<file path="config.mk">
export PLATFORM = sky130hd
export DESIGN_NAME = rv_mem_arbiter
export DESIGN_NICKNAME = d
export VERILOG_FILES = /design/src/rtl/rv_mem_arbiter.sv
export SDC_FILE = /design/constraint.sdc
export NUM_CORES = 1
export LEC_CHECK = 0
export BUFFER_PORTS_ARGS = -buffer_cell sky130_fd_sc_hd__buf_2
export CORE_MARGIN = 4
export CORE_UTILIZATION = 52
export CTS_CLUSTER_DIAMETER = 200
export DETAILED_ROUTE_END_ITERATION = 8
export HOLD_SLACK_MARGIN = 0.08
export PLACE_DENSITY = 0.8
export SYNTH_ARGS = -nofsm -noshare
export SYNTH_HDL_FRONTEND = slang
export SYNTH_SLANG_ARGS = --single-unit
</file>
<file path="constraint.sdc">
create_clock -name clk -period 7.1 [get_ports clk]
set_clock_uncertainty 0.2 [all_clocks]
set_input_delay 1.065 -clock clk [delete_from_list [all_inputs] [get_ports clk]]
set_output_delay 1.065 -clock clk [all_outputs]
set_load 0.01 [all_outputs]
</file>
<file path="src/rtl/rv_mem_arbiter.sv">
// rv_mem_arbiter
//   Shares one byte-wide memory port between instruction fetch (I) and
//   load/store (D). A granted request is broken into 1, 2 or 4 sequential
//   byte beats, little-endian, and a single-cycle response is returned to
//   the port that owns the transfer. Contention is resolved round-robin.
//
// Ports
//   clk, reset                 clock (posedge) / async active-high reset
//   i_req_valid/ready/addr     fetch request (always a 32-bit read)
//   i_rsp_valid/data           fetch response pulse and word
//   d_req_valid/ready/addr     load/store request
//   d_req_we/size/wdata        store flag, size (0=B,1=H,2/3=W), store data
//   d_rsp_valid/data           load data (zero-extended) / store completion
//   mem_addr/re/we/wdata       byte memory command
//   mem_rdata                  byte read data, one cycle after mem_re
module rv_mem_arbiter #(
    parameter int AW = 32
) (
    input  logic          clk,
    input  logic          reset,
    input  logic          i_req_valid,
    output logic          i_req_ready,
    input  logic [AW-1:0] i_req_addr,
    output logic          i_rsp_valid,
    output logic [31:0]   i_rsp_data,
    input  logic          d_req_valid,
    output logic          d_req_ready,
    input  logic [AW-1:0] d_req_addr,
    input  logic          d_req_we,
    input  logic [1:0]    d_req_size,
    input  logic [31:0]   d_req_wdata,
    output logic          d_rsp_valid,
    output logic [31:0]   d_rsp_data,
    output logic [AW-1:0] mem_addr,
    output logic          mem_re,
    output logic          mem_we,
    output logic [7:0]    mem_wdata,
    input  logic [7:0]    mem_rdata
);

    typedef enum logic [1:0] {
        IDLE = 2'd0,
        XFER = 2'd1,
        DONE = 2'd2
    } state_t;

    localparam logic OWN_I = 1'b0;
    localparam logic OWN_D = 1'b1;

    state_t        state, state_nxt;
    logic [1:0]    k_q;          // current beat index
    logic [1:0]    last_k_q;     // index of the final beat (N-1)
    logic [AW-1:0] addr_q;
    logic          we_q;
    logic          owner_q;
    logic          last_grant_q;
    logic [31:0]   wdata_q;
    logic [31:0]   acc_q;        // read bytes gathered so far
    logic [31:0]   i_hold_q;
    logic [31:0]   d_hold_q;

    logic [31:0]   wdata_sh;
    logic [31:0]   rdata_ext;
    logic [31:0]   rsp_word;
    logic [1:0]    last_k_d;

    // Byte count of a load/store: byte, half, or word for both size 2 and 3.
    always_comb begin
        case (d_req_size)
            2'd0:    last_k_d = 2'd0;
            2'd1:    last_k_d = 2'd1;
            default: last_k_d = 2'd3;
        endcase
    end

    // Next state, readys, memory strobes and response pulses.
    always_comb begin
        state_nxt   = state;
        i_req_ready = 1'b0;
        d_req_ready = 1'b0;
        mem_re      = 1'b0;
        mem_we      = 1'b0;
        mem_addr    = '0;
        mem_wdata   = '0;
        i_rsp_valid = 1'b0;
        d_rsp_valid = 1'b0;
        wdata_sh    = wdata_q >> {k_q, 3'b000};
        rdata_ext   = {24'd0, mem_rdata} << {last_k_q, 3'b000};
        // The final read byte arrives during DONE, so it is merged here
        // instead of waiting another cycle for it to land in acc_q.
        rsp_word    = we_q ? acc_q : (acc_q | rdata_ext);

        case (state)
            IDLE: begin
                // Readys stay low while reset is held so nothing looks
                // accepted during reset. On contention the port that did
                // not win last time is served.
                if (!reset) begin
                    i_req_ready = i_req_valid & (~d_req_valid | (last_grant_q == OWN_D));
                    d_req_ready = d_req_valid & (~i_req_valid | (last_grant_q == OWN_I));
                end
                if (i_req_ready || d_req_ready) begin
                    state_nxt = XFER;
                end
            end
            XFER: begin
                mem_addr  = addr_q + AW'(k_q);
                mem_re    = ~we_q;
                mem_we    = we_q;
                mem_wdata = wdata_sh[7:0];
                if (k_q == last_k_q) begin
                    state_nxt = DONE;
                end
            end
            DONE: begin
                i_rsp_valid = (owner_q == OWN_I);
                d_rsp_valid = (owner_q == OWN_D);
                state_nxt   = IDLE;
            end
            default: state_nxt = IDLE;
        endcase
    end

    // Response data is live during DONE and otherwise shows the held value.
    assign i_rsp_data = (state == DONE && owner_q == OWN_I) ? rsp_word : i_hold_q;
    assign d_rsp_data = (state == DONE && owner_q == OWN_D) ? rsp_word : d_hold_q;

    always_ff @(posedge clk or posedge reset) begin
        if (reset) begin
            state <= IDLE;
        end else begin
            state <= state_nxt;
        end
    end

    always_ff @(posedge clk or posedge reset) begin
        if (reset) begin
            k_q          <= '0;
            last_k_q     <= '0;
            addr_q       <= '0;
            we_q         <= 1'b0;
            owner_q      <= OWN_I;
            last_grant_q <= OWN_I;
            wdata_q      <= '0;
            acc_q        <= '0;
            i_hold_q     <= '0;
            d_hold_q     <= '0;
        end else begin
            case (state)
                IDLE: begin
                    if (d_req_ready) begin
                        addr_q       <= d_req_addr;
                        we_q         <= d_req_we;
                        wdata_q      <= d_req_wdata;
                        last_k_q     <= last_k_d;
                        owner_q      <= OWN_D;
                        last_grant_q <= OWN_D;
                        acc_q        <= '0;
                        k_q          <= '0;
                    end else if (i_req_ready) begin
                        addr_q       <= i_req_addr;
                        we_q         <= 1'b0;
                        wdata_q      <= '0;
                        last_k_q     <= 2'd3;
                        owner_q      <= OWN_I;
                        last_grant_q <= OWN_I;
                        acc_q        <= '0;
                        k_q          <= '0;
                    end
                end
                XFER: begin
                    k_q <= k_q + 2'd1;
                    // mem_rdata currently carries the byte requested by
                    // the previous beat.
                    if (!we_q && k_q != 2'd0) begin
                        acc_q <= acc_q | ({24'd0, mem_rdata} << {k_q - 2'd1, 3'b000});
                    end
                end
                DONE: begin
                    if (owner_q == OWN_I) begin
                        i_hold_q <= rsp_word;
                    end else begin
                        d_hold_q <= rsp_word;
                    end
                end
                default: ;
            endcase
        end
    end

endmodule

</file>
==> impl_metrics.ini <==
[die]
num_io_pins = 221
die_area_mm2 = 0.0167
dieWidth_um = 129
initial_core_util_pct = 54.1
core_area_mm2 = 0.0141
rows = 43
die_y_um = 129

[place]
gp_congestion = 0.928
placed_area_mm2 = 0.00879
hpwl_um = 14200
portBuffers = 220
pre_cts_ws_ns = 2.87

[flow_run]
drv_cap = 0

[worst_hold_path]
min_from = d_hold_q[17]$_DFFE_PP0P_
hp-class = reg -> reg

[setup_path]
rr_worst_depth = 5
startpoint = k_q[0]$_DFFE_PP0P_
critPathKind = reg -> out
cp_slowest_stage_delay_ns = 0.77
critPathArrivalTime_ns = 3.37
path_cells = ha_1 > fa_1 > nand4_2 > or4_1 > or4_1 > a21oi_1 > buf_2
cp_max_fo = 13
cp.depth = 7
critPathTopFamily = simple AND/OR/NAND/NOR gates
critPathBufInv = 1
slowest_stage = dfrtp_1
r2r_setup_slack_ns = 4.41
worstReg2RegStart = state[0]$_DFFE_PP0P_
rr_endpoint = acc_q[7]$_DFFE_PP0P_
critPathRequiredTime_ns = 5.83
cp_common_cell = or4_1
worstSetupEndpoint = mem_addr[20]
critPathCaptureType = primary output
cp-start-kind = flop

[grt]
grt_pass1_vias = 6506
grt_antenna_before_repair = 1
grt_pass1_wl_um = 33100
grt_overflow = 0
grt_max_degree = 88
grt_util_all_layers_pct = 25.0

[layout]
syn2layout_area_growth_pct = 22.9
final_area_mm2 = 0.00937
layout.nets = 1073
fill_cells = 1149
layout-drive-gt1-share_pct = 28.6
n_antenna_cell = 0

[sta]
period_minus_slack_ns = 4.64
slew_viol_final = 0
fmax_mhz = 216
worst_pin_slew_ns = 1.07
rsz0062_at_grt = no
period_share_pct = 65.3
setup_slack_ns = 2.46
max_slew_margin_pct = 28.4
hold_viol_final = 0
fin_tns_setup_ns = 0
setup_viol_count_final = 0

[drt]
routedWlPerCell_um = 18.0
ant_nets = 0
drt_iter0_drc = 407
totalWireLength_um = 20700
first_pass_iters = 5
via_count = 6634
vias_per_cell = 5.76
drc = 0

[yosys]
syn_inst = 772
syn_area_per_cell_um2 = 9.88
yosysUniqueCellTypes = 43
synthTopCellsByCount = dfrtp_1, nand2_1, a21oi_1
ys_seq_area_share_pct = 55.1
yosys_warnings = 0
synth_nets = 887
ys_ff_latch = 168
syn-cell-area_mm2 = 0.00763
ys.flop_type = dfrtp_1
yosysTopAreaCell = dfrtp_1
yosysMostFrequentCell = dfrtp_1
synthTopCellsByArea = dfrtp_1, a22o_1, a21oi_1
synth_edf_count = 0
async_flop_share_pct = 100
synth.top_cell.area_share_pct = 55.1

[clock_network]
holdBufCountCts = 0
path_clk_slew_ns = 0.07
cts_resized = 0
clock_latency_ns = 0.42
numCtsBuffers = 17
cts_setup_buffers = 0
htree_levels = 4
numClockSinks = 168
root_buffer = clkbuf_16
tritoncts = yes
cts_max_path_buffers = 2

[power_and_ir_drop]
peakVddDrop_uv = 387
leakagePower_uw = 0.00445
power_uw = 4500
p_per_area_mw_per_mm2 = 480

[status]
status = finished clean
-- worst min-delay path: stages (launching register included) --
cell and delay (ns):
dfrtp_1 0.32, nand2_1 0.04, o21ai_0 0.08
-- metrics by stage --
stage,utilization [%],hold WS [ns],instances
floorplan,-,0.261,772
global route,66.5,0.311,1151
global placement,62.3,0.266,1119
finish,66.5,0.289,1151
detailed placement,62.3,0.274,1119
CTS,66.5,0.292,1151
-- where the power goes --
group / internal, µW / switching, µW / total (µW)
clock: 499 / 406 / 905
sequential: 1380 / 310 / 1690
combinational: 796 / 1110 / 1900
-- registers in the layout, indices dropped and copies added, names as in the netlist --
| register | flops |
|---|---|
| last_k_q | 2 |
| acc_q | 32 |
| wdata_q | 32 |
| last_grant_q | 1 |
| we_q | 1 |
| addr_q | 32 |
| k_q | 2 |
| d_hold_q | 32 |
| state | 2 |
| i_hold_q | 32 |
-- worst min path at each step --
stage | slack, ns | endpoint | depth (start not counted)
floorplan | 0.26 | wdata_q[16]$_DFFE_PP0P_ | 1
global placement | 0.27 | d_hold_q[20]$_DFFE_PP0P_ | 2
detailed placement | 0.27 | d_hold_q[26]$_DFFE_PP0P_ | 2
CTS | 0.29 | d_hold_q[10]$_DFFE_PP0P_ | 2
global route | 0.31 | wdata_q[28]$_DFFE_PP0P_ | 1
finish | 0.29 | d_hold_q[17]$_DFFE_PP0P_ | 2
-- cell usage in the layout (no fill, tap or decap), types with 2 or more instances in the layout --
cell,count
nand3_1,8
inv_6,5
a22o_1,65
xor2_1,3
or4_1,15
nor2b_1,2
ha_1,3
buf_2,220
o31ai_1,15
a31oi_1,32
inv_1,9
clkinv_4,3
xnor2_1,7
mux4_2,8
clkbuf_16,17
inv_8,3
nand2_1,113
o21ai_0,41
o2111a_1,2
o21a_1,2
buf_4,10
clkinvlp_4,2
nand2b_1,2
or3_1,7
nand4_1,4
dfrtp_1,168
nor2_1,75
a21oi_1,85
and2_1,12
nor3_1,5
nor4_1,2
nor3b_1,2
and4_1,2
and3_1,4
-- routing by layer --
layer  GRT usage (%)  share of wire (%)  vias to the layer above
met3            6.68                8.0                       30
met1            33.2                 43                     3199
met5               0              0.063                        -
met2            39.9                 47                      273
li1                -                  -                     3130
met4            8.59                2.1                        2
-- cells by family after synthesis --
kind of cell	share of synthesized area, %
compound gates	21.0
xor+xnor	1.15
fa+ha+maj	0.755
buf+inv	3.99
flops	55.1
mux	2.36
simple gates	15.7
-- cell type report --
cell class | count | area (µm²) | share of cell area (%)
Inverter | 11 | 46.3 | 0.494
Sequential cell | 168 | 4200 | 44.8
Clock inverter | 14 | 156 | 1.67
Multi-Input combinational cell | 530 | 3140 | 33.5
Tap cell | 180 | 225 | 2.40
Clock buffer | 18 | 429 | 4.58
Timing Repair Buffer | 230 | 1180 | 12.5
Note: power is estimated with default switching activity, not from simulation.
